===== config.mk =====
export PLATFORM = sky130hd
export DESIGN_NAME = action_table_arbiter
export DESIGN_NICKNAME = d
export VERILOG_FILES = /design/src/rtl/action_table_arbiter.sv
export SDC_FILE = /design/constraint.sdc
export NUM_CORES = 1
export LEC_CHECK = 0
export ABC_AREA = 1
export BUFFER_PORTS_ARGS = -buffer_cell sky130_fd_sc_hd__buf_4
export CAP_MARGIN = 10
export CORE_AREA = 10 10 277 279
export DETAILED_ROUTE_END_ITERATION = 8
export DIE_AREA = 0 0 287 289
export GPL_TIMING_DRIVEN = 0
export PLACE_DENSITY = 0.49
export SLEW_MARGIN = 10
export SYNTH_ARGS = -nofsm -noshare
export SYNTH_HDL_FRONTEND = slang
export SYNTH_SLANG_ARGS = --single-unit

===== constraint.sdc =====
create_clock -name i_clk -period 13.4 [get_ports i_clk]
set_input_delay 2.01 -clock i_clk [delete_from_list [all_inputs] [get_ports i_clk]]
set_output_delay 2.01 -clock i_clk [all_outputs]
set_load 0.02 [all_outputs]

===== src/rtl/action_table_arbiter.sv =====
// action_table_arbiter
//   Owns the single-port action RAM. Pipeline lookups and queued MMIO
//   config writes share the port. Lookups win by default, and a starvation
//   counter forces a queued write through after STARVE_MAX consecutive
//   lookup grants. Misses are answered from the default action register,
//   which is snapshotted at lookup grant.
//   Optional feature: define ACTION_ARB_STATS_EN to add the 32-bit
//   lookup/write grant counters o_stat_lookups and o_stat_writes.
module action_table_arbiter #(
    parameter int ENTRIES    = 16,
    parameter int ACTION_W   = 64,
    parameter int IDX_W      = $clog2(ENTRIES),
    parameter int WQ_DEPTH   = 4,
    parameter int STARVE_MAX = 8
) (
    input  logic                i_clk,
    input  logic                i_resetn,
    input  logic                i_lk_valid,
    output logic                o_lk_ready,
    input  logic [IDX_W-1:0]    i_lk_idx,
    input  logic                i_lk_hit,
    output logic                o_rsp_valid,
    output logic [ACTION_W-1:0] o_rsp_action,
    input  logic                i_cfg_wr_en,
    input  logic [IDX_W-1:0]    i_cfg_wr_addr,
    input  logic [ACTION_W-1:0] i_cfg_wr_data,
    input  logic                i_cfg_wr_default,
    input  logic [ACTION_W-1:0] i_cfg_default_data,
    output logic                o_cfg_wq_full,
    output logic                o_cfg_ovf,
    input  logic                i_cfg_ovf_clr,
    output logic                o_ram_en,
    output logic                o_ram_we,
    output logic [IDX_W-1:0]    o_ram_addr,
    output logic [ACTION_W-1:0] o_ram_wdata,
    input  logic [ACTION_W-1:0] i_ram_rdata
`ifdef ACTION_ARB_STATS_EN
    ,
    output logic [31:0]         o_stat_lookups,
    output logic [31:0]         o_stat_writes
`endif
);

    localparam int PTR_W  = (WQ_DEPTH > 1) ? $clog2(WQ_DEPTH) : 1;
    localparam int QCNT_W = $clog2(WQ_DEPTH + 1);
    localparam int SCNT_W = $clog2(STARVE_MAX + 1);
    localparam logic [QCNT_W-1:0] Q_FULL     = QCNT_W'(WQ_DEPTH);
    localparam logic [SCNT_W-1:0] STARVE_LIM = SCNT_W'(STARVE_MAX);

    logic [IDX_W-1:0]    r_wqAddr [WQ_DEPTH];
    logic [ACTION_W-1:0] r_wqData [WQ_DEPTH];
    logic [PTR_W-1:0]    r_wrPtr;
    logic [PTR_W-1:0]    r_rdPtr;
    logic [QCNT_W-1:0]   r_qCount;
    logic [SCNT_W-1:0]   r_starveCnt;
    logic [ACTION_W-1:0] r_default;
    logic [ACTION_W-1:0] r_defSnap;
    logic                r_hitQ;
    logic                r_rspValid;
    logic                r_ovf;

    logic w_qNonEmpty;
    logic w_qFull;
    logic w_force;
    logic w_lkGrant;
    logic w_wrGrant;
    logic w_push;
    logic w_drop;

    assign w_qNonEmpty = (r_qCount != '0);
    assign w_qFull     = (r_qCount == Q_FULL);
    assign w_force     = (r_starveCnt == STARVE_LIM) && w_qNonEmpty;

    // Grants are suppressed while reset is asserted so nothing queued can leak into the RAM.
    assign w_lkGrant = i_resetn && i_lk_valid && !w_force;
    assign w_wrGrant = i_resetn && w_qNonEmpty && (!i_lk_valid || w_force);

    // A full queue still accepts a push when the head is popped in the same cycle.
    assign w_push = i_cfg_wr_en && (!w_qFull || w_wrGrant);
    assign w_drop = i_cfg_wr_en && w_qFull && !w_wrGrant;

    assign o_lk_ready    = !w_force;
    assign o_ram_en      = w_lkGrant || w_wrGrant;
    assign o_ram_we      = w_wrGrant;
    assign o_ram_addr    = w_wrGrant ? r_wqAddr[r_rdPtr] : i_lk_idx;
    assign o_ram_wdata   = r_wqData[r_rdPtr];
    assign o_rsp_valid   = r_rspValid;
    assign o_rsp_action  = !r_rspValid ? '0 : (r_hitQ ? i_ram_rdata : r_defSnap);
    assign o_cfg_wq_full = w_qFull;
    assign o_cfg_ovf     = r_ovf;

    // Queue storage: payload only, no reset needed since occupancy is tracked separately.
    always_ff @(posedge i_clk) begin
        if (w_push) begin
            r_wqAddr[r_wrPtr] <= i_cfg_wr_addr;
            r_wqData[r_wrPtr] <= i_cfg_wr_data;
        end
    end

    // Queue pointers and occupancy; pointers wrap naturally as the depth is a power of two.
    always_ff @(posedge i_clk) begin
        if (!i_resetn) begin
            r_wrPtr  <= '0;
            r_rdPtr  <= '0;
            r_qCount <= '0;
        end else begin
            if (w_push) begin
                r_wrPtr <= r_wrPtr + PTR_W'(1);
            end
            if (w_wrGrant) begin
                r_rdPtr <= r_rdPtr + PTR_W'(1);
            end
            unique case ({w_push, w_wrGrant})
                2'b10:   r_qCount <= r_qCount + QCNT_W'(1);
                2'b01:   r_qCount <= r_qCount - QCNT_W'(1);
                default: r_qCount <= r_qCount;
            endcase
        end
    end

    // Starvation counter: counts lookups that jumped a waiting write, saturating at the limit.
    always_ff @(posedge i_clk) begin
        if (!i_resetn) begin
            r_starveCnt <= '0;
        end else if (w_wrGrant || !w_qNonEmpty) begin
            r_starveCnt <= '0;
        end else if (w_lkGrant && (r_starveCnt != STARVE_LIM)) begin
            r_starveCnt <= r_starveCnt + SCNT_W'(1);
        end
    end

    // Lookup response pipeline: capture hit flag and the default as it stood at grant.
    always_ff @(posedge i_clk) begin
        if (!i_resetn) begin
            r_rspValid <= 1'b0;
            r_hitQ     <= 1'b0;
            r_defSnap  <= '0;
        end else begin
            r_rspValid <= w_lkGrant;
            if (w_lkGrant) begin
                r_hitQ    <= i_lk_hit;
                r_defSnap <= r_default;
            end
        end
    end

    // Default action register and sticky overflow flag; a drop beats a clear in the same cycle.
    always_ff @(posedge i_clk) begin
        if (!i_resetn) begin
            r_default <= '0;
            r_ovf     <= 1'b0;
        end else begin
            if (i_cfg_wr_default) begin
                r_default <= i_cfg_default_data;
            end
            if (w_drop) begin
                r_ovf <= 1'b1;
            end else if (i_cfg_ovf_clr) begin
                r_ovf <= 1'b0;
            end
        end
    end

`ifdef ACTION_ARB_STATS_EN
    logic [31:0] r_statLookups;
    logic [31:0] r_statWrites;

    assign o_stat_lookups = r_statLookups;
    assign o_stat_writes  = r_statWrites;

    // Free-running grant counters that wrap at 2^32.
    always_ff @(posedge i_clk) begin
        if (!i_resetn) begin
            r_statLookups <= '0;
            r_statWrites  <= '0;
        end else begin
            if (w_lkGrant) begin
                r_statLookups <= r_statLookups + 32'd1;
            end
            if (w_wrGrant) begin
                r_statWrites <= r_statWrites + 32'd1;
            end
        end
    end
`endif

endmodule


==> run_results.csv, run 1 <==
group,metric,value,unit
clocking,cts_tree,"built",
sta,setup_viol,0,
worst_setup_path,critPathMaxFanout,10,
clocking,cts_setup_buffers,0,
outcome,status,"complete, no violations",
floorplan,die-area,82900,sq um
layout,final_nets,2114,
placement,gp_congestion,0.873,
worst_setup_path,worstPathArrival,3.34,ns
placement,portBuffers,344,
clocking,htreeDepth,2,
clocking,root_buffer,"clkbuf_16",
pwr,power,0.00323,W
grt,grt_pass1_wl,82.9,mm
pwr,p_leak,8.31,nW
floorplan,coreArea,71100,sq um
sta,finalHoldViolCount,0,
sta,rsz0062_at_grt,"no",
clocking,cts_buffers,48,
flow_run,maxCapViolCount,0,
synth,yosysWarnings,0,
drt,drt-total-wl,56.3,mm
clocking,clock_sinks,416,
drt,drtPass1Iterations,5,
synth,synth_seq_area_share,68.3,%
sta,slew_headroom,45.9,%
worst_setup_path,endpoint_kind,"output pin",
synth,synth.distinct_cells,30,
clocking,clk_latency,0.57,ns
pwr,powerDensity,148,nW/um^2
clocking,cts-resized-gates,0,
drt,wl_per_cell,19.5,um
pwr,peakVddDrop,0.0809,mV
clocking,path_clk_slew,0.07,ns
placement,dp_hpwl,41.3,mm
grt,antenna_found_initial,5,
sta,post-route-period-util,39.9,%
sta,skew,0.0109,ns
layout,final_common_cell,"buf_4",
worst_setup_path,worstPathRequired,11.39,ns
layout,syn_to_final_growth,35.3,%
floorplan,die_x,287,um
synth,synthArstFlopShare,0,%
sta,slew_violations,0,
synth,dominantRegCellSynth,"edfxtp_1",
synth,avgSynthCellArea,10.8,sq um
sta,fin_tns_setup,0,ns
synth,netlist_area,16200,sq um
layout,final_cell_mix,"buf_4, nor2_1, o21ai_0, edfxtp_1, dfxtp_1",
floorplan,ios,345,
hold_path,hp-class,"flop to flop",
drt,viasPerCell,4.34,
drt,drc,0,
synth,synth-seq-cells,416,
floorplan,initial_core_util,22.7,%
synth,synthCells,1493,
grt,grt_pass1_vias,13200,
drt,drt_iter0_drc,743,
clocking,cts_hold_buf,0,
worst_setup_path,start_kind,"input pin",
sta,max_slew.worst_pin.slew,0.810,ns
grt,grt_use_total,13.1,%
worst_setup_path,worstSetupPathType,"input pin to output pin",
synth,synth_edf_count,272,
layout,drive_gt1_share,25.6,%
grt,grt_start_max_net_pins,25,
sta,whs,0.454,ns
floorplan,die_height,289,um
drt,vias,12500,
grt,grt_overflow,0,
sta,clock.fmax,0.187,GHz
drt,ant_nets,0,
synth,syn-num-nets,1707,
clocking,clk_path_buf_depth,3,
floorplan,rows,98,
sta,min_period,5.35,ns
## synthesized netlist by cell type (2+ instances only)
master / n / area [sq um]
a31oi_1: 4 / 25.0
buf_1: 5 / 18.8
a21oi_1: 108 / 541
buf_6: 7 / 78.8
inv_1: 85 / 319
ha_1: 6 / 75.1
o21ai_0: 281 / 1410
buf_2: 24 / 120
o22ai_1: 64 / 400
clkbuf_1: 70 / 263
a211oi_2: 19 / 238
nand4_1: 2 / 12.5
nor2_1: 322 / 1210
nor2_2: 3 / 18.8
nand2_2: 4 / 25.0
nand3_1: 4 / 20.0
o21ai_1: 30 / 150
edfxtp_1: 272 / 8170
nand2_1: 26 / 97.6
dfxtp_1: 144 / 2880
inv_2: 4 / 15.0
## cells by family after synthesis
family / after synthesis / synth area share [%]
AO/OA/AOI/OAI: 508 / 17.2
flip-flops: 416 / 68.3
AND/OR/NAND/NOR: 364 / 8.70
buffers and inverters: 196 / 5.08
adder cells (fa/ha/maj): 7 / 0.588
XOR/XNOR: 2 / 0.108
## final cells by class
class | instances | area, sq um
fill | 7342 | 49200
antenna | 1 | 2.50
multi-input combinational | 881 | 4330
timing repair buffer | 357 | 2890
tap | 950 | 1190
buffer | 107 | 488
sequential | 416 | 11100
clock buffer | 60 | 1330
clock inverter | 26 | 274
inverter | 89 | 334
## sequential cells by signal, indices dropped and copies added (netlist names), named ones only
signal and flops:
r_default 64, r_rdPtr 2, r_defSnap 64, r_wqAddr 16, o_rsp_valid 1, r_wrPtr 2
r_hitQ 1, r_starveCnt 4, r_wqData 256, r_qCount 3, o_cfg_ovf 1
## path summary, 6_finish.rpt
| path | start | end | slack [ns] | depth (start not counted) |
|---|---|---|---|---|
| worst max-delay path | i_lk_valid | o_ram_addr[2] | 8.05 | 8 |
| worst min-delay path | r_default[9] | r_defSnap[9] | 0.45 | 2 |
| worst max register to register | r_starveCnt[0] | r_wqData[1][19] | 10.71 | 12 |
| worst min register to register | r_default[9] | r_defSnap[9] | 0.45 | 2 |
## per-stage QoR
stage	cells	setup WS, ns	utilization [%]	instance area, sq um
after detailed placement	2800	8.08	28.5	20300
after CTS	2886	8.08	30.8	21900
after global routing	2886	8.00	30.8	21900
after floorplan	1493	7.67	-	16200
final	2887	8.05	30.8	21900
after global placement	2787	4.25	28.0	19900
## critical path: stages
cell,delay (ns)
buf_4,0.12
nand2_4,0.12
nand2_2,0.10
inv_2,0.20
buf_4,0.24
nor2_1,0.08
a31oi_1,0.25
buf_4,0.20
## where the power goes
part           leakage [nW]  internal [W]  switching (W)
logic                  3.83      0.000162       0.000276
registers              3.69       0.00144      0.0000204
clock network         0.788      0.000799       0.000533
total                  8.31       0.00240       0.000829
## metal layers
metal	wire length [um]	up-vias	global-route usage [%]	part of all wire, %
met2	26900	399	22.2	48
met1	23800	5988	16.1	42
li1	-	6059	-	-
met5	53	-	0	0.094
met3	4350	78	4.08	7.7
met4	1220	8	3.40	2.2
(Power assumes the default switching activity.)
==> inputs of run 2 (changes only) <==
--- a/config.mk
+++ b/config.mk
@@ -12,7 +12,7 @@
 export DETAILED_ROUTE_END_ITERATION = 8
 export DIE_AREA = 0 0 287 289
 export GPL_TIMING_DRIVEN = 0
-export PLACE_DENSITY = 0.49
+export PLACE_DENSITY = 0.5
 export SLEW_MARGIN = 10
 export SYNTH_ARGS = -nofsm -noshare
 export SYNTH_HDL_FRONTEND = slang
==> constraint.sdc (replaced) <==
create_clock -name i_clk -period 4.47 [get_ports i_clk]
set_input_delay 0.6705 -clock i_clk [delete_from_list [all_inputs] [get_ports i_clk]]
set_output_delay 0.6705 -clock i_clk [all_outputs]
set_load 0.02 [all_outputs]
==> run 2 against run 1 <==
  * Clock skew up 0.016 ns
  * Die area is the same
  * Critical path type is now flop to output pin
  * Cell area is 0.56% lower
  * Largest cell class unchanged
  * Sequential cell count unchanged
  * Via count shrank 0.37%
  * Sequential power rose to 3.0 times the previous value
  * Final cell count fell by 0.10%
==> run_results.csv, run 2 (synthesis results as in run 1) <==
group,metric,value,unit
outcome,status,"complete, no violations",
placement,dpl_cell_area,20200,sq um
flow_run,maxCapViolCount,0,
worst_setup_path,worstPathRequired,3.80,ns
sta,whs,0.283,ns
clocking,cts_hold_buf,0,
drt,ant_nets,0,
worst_setup_path,r2r_slack,1.76,ns
worst_setup_path,critPathMaxFanout,10,
hold_path,hp-class,"input pin to flop",
sta,finalHoldViolCount,0,
hold_path,hold_depth,1,
grt,grt_start_max_net_pins,25,
clocking,cts_tree,"built",
grt,grt_use_total,13.0,%
worst_setup_path,endpoint_kind,"output pin",
grt,grt_overflow,0,
clocking,cts_setup_buffers,0,
clocking,cts_buffers,48,
layout,largest_reg_flops,256,
sta,slew_headroom,46.8,%
floorplan,rows,98,
drt,drt_iter0_drc,654,
floorplan,die_x,287,um
worst_setup_path,r2r-start,"r_starveCnt[0]",
clocking,clk_path_buf_depth,3,
pwr,peakVddDrop,0.235,mV
pwr,powerDensity,436,nW/um^2
layout,final_common_cell,"buf_4",
drt,vias,12500,
sta,max_slew.worst_pin.slew,0.798,ns
drt,drt-total-wl,55.9,mm
worst_setup_path,worstSetupPathType,"flop to output pin",
grt,antenna_found_initial,4,
layout,syn_to_final_growth,34.6,%
placement,dp_hpwl,41.0,mm
sta,slew_violations,0,
hold_path,hold_start,"i_cfg_wr_data[17]",
drt,drc,0,
worst_setup_path,rr_worst_depth,12,
clocking,path_clk_slew,0.06,ns
worst_setup_path,r2r_end,"r_wqData[3][32]",
sta,setup_slack,0.991,ns
drt,drtPass1Iterations,5,
layout,final_nets,2113,
layout,drive_gt1_share,25.4,%
clocking,clock_sinks,416,
drt,viasPerCell,4.33,
layout,final_cell_mix,"buf_4, nor2_1, o21ai_0, edfxtp_1, dfxtp_1",
sta,setup_viol,0,
layout,reg_top3,"r_wqData: 256 flops, r_defSnap: 64 flops, r_default: 64 flops",
clocking,cts-resized-gates,0,
floorplan,die-area,82900,sq um
clocking,root_buffer,"clkbuf_16",
drt,wl_per_cell,19.4,um
clocking,htreeDepth,2,
sta,rsz0062_at_grt,"no",
pwr,p_leak,8.24,nW
worst_setup_path,start_kind,"flop",
placement,gp_congestion,0.846,
floorplan,coreArea,71100,sq um
placement,pre_cts_ws,1.53,ns
sta,skew,0.0270,ns
grt,grt_pass1_vias,13000,
clocking,clk_latency,0.59,ns
layout,stdcell_area,21800,sq um
layout,regMostFlops,"r_wqData",
sta,post-route-period-util,77.8,%
sta,min_period,3.48,ns
floorplan,die_height,289,um
hold_path,whs_endpoint,"r_wqData[1][17]",
worst_setup_path,worstPathArrival,2.81,ns
placement,portBuffers,344,
floorplan,ios,345,
sta,fin_tns_setup,0,ns
sta,clock.fmax,0.287,GHz
grt,grt_pass1_wl,81.6,mm
floorplan,initial_core_util,22.7,%
-- run 2: how the worst max path moves through the flow --
stage	startpoint	end	slack, ns	depth (start not counted)
detailed placement	flop	o_ram_wdata[44]	1.53	6
floorplan	r_starveCnt[0]	r_wqAddr[0][0]	-0.05	10
global route	flop	o_ram_wdata[43]	0.76	6
CTS	flop	o_ram_wdata[44]	0.89	6
global placement	i_resetn	r_wqData[0][21]	-3.22	7
finish	flop	o_ram_wdata[44]	0.99	6
-- run 2: worst max-delay path: stages, from the launching register on --
cell      delay (ns)
dfxtp_1         0.32
buf_2           0.30
buf_2           0.36
clkbuf_1        0.57
nor2_1          0.11
o22ai_1         0.33
buf_4           0.22
-- run 2: cell type report --
cell class | count | area (sq um)
fillers | 7461 | 49400
flip-flops and latches | 416 | 11100
multi-input cells | 881 | 4330
repair buffers | 356 | 2850
clock buffers | 64 | 1330
well taps | 950 | 1190
plain buffers | 107 | 488
inverters | 89 | 334
clock inverters | 18 | 185
diodes | 3 | 7.51
-- run 2: through the flow --
stage / instances / power (W) / util [%]
global placement: 2787 / 0.00576 / 28.0
floorplan: 1493 / 0.00510 / -
finish: 2884 / 0.00949 / 30.6
detailed placement: 2799 / 0.00579 / 28.4
global route: 2882 / 0.00990 / 30.6
CTS: 2881 / 0.00965 / 30.6
-- run 2: report_power, final --
group | internal (W) | leakage, nW | total [W] | switching (W)
Combinational | 0.000475 | 3.81 | 0.00129 | 0.000817
Sequential | 0.00432 | 3.69 | 0.00438 | 0.0000608
Clock | 0.00226 | 0.741 | 0.00382 | 0.00156
Total | 0.00705 | 8.24 | 0.00949 | 0.00244
-- run 2: layer usage --
layer  up-vias  track usage (%)  part of all wire (%)
met4         4             3.39                   2.0
met5         -                0                 0.029
li1       6059                -                     -
met1      5973             15.3                    42
met3        66             4.04                   7.4
met2       384             22.5                    49
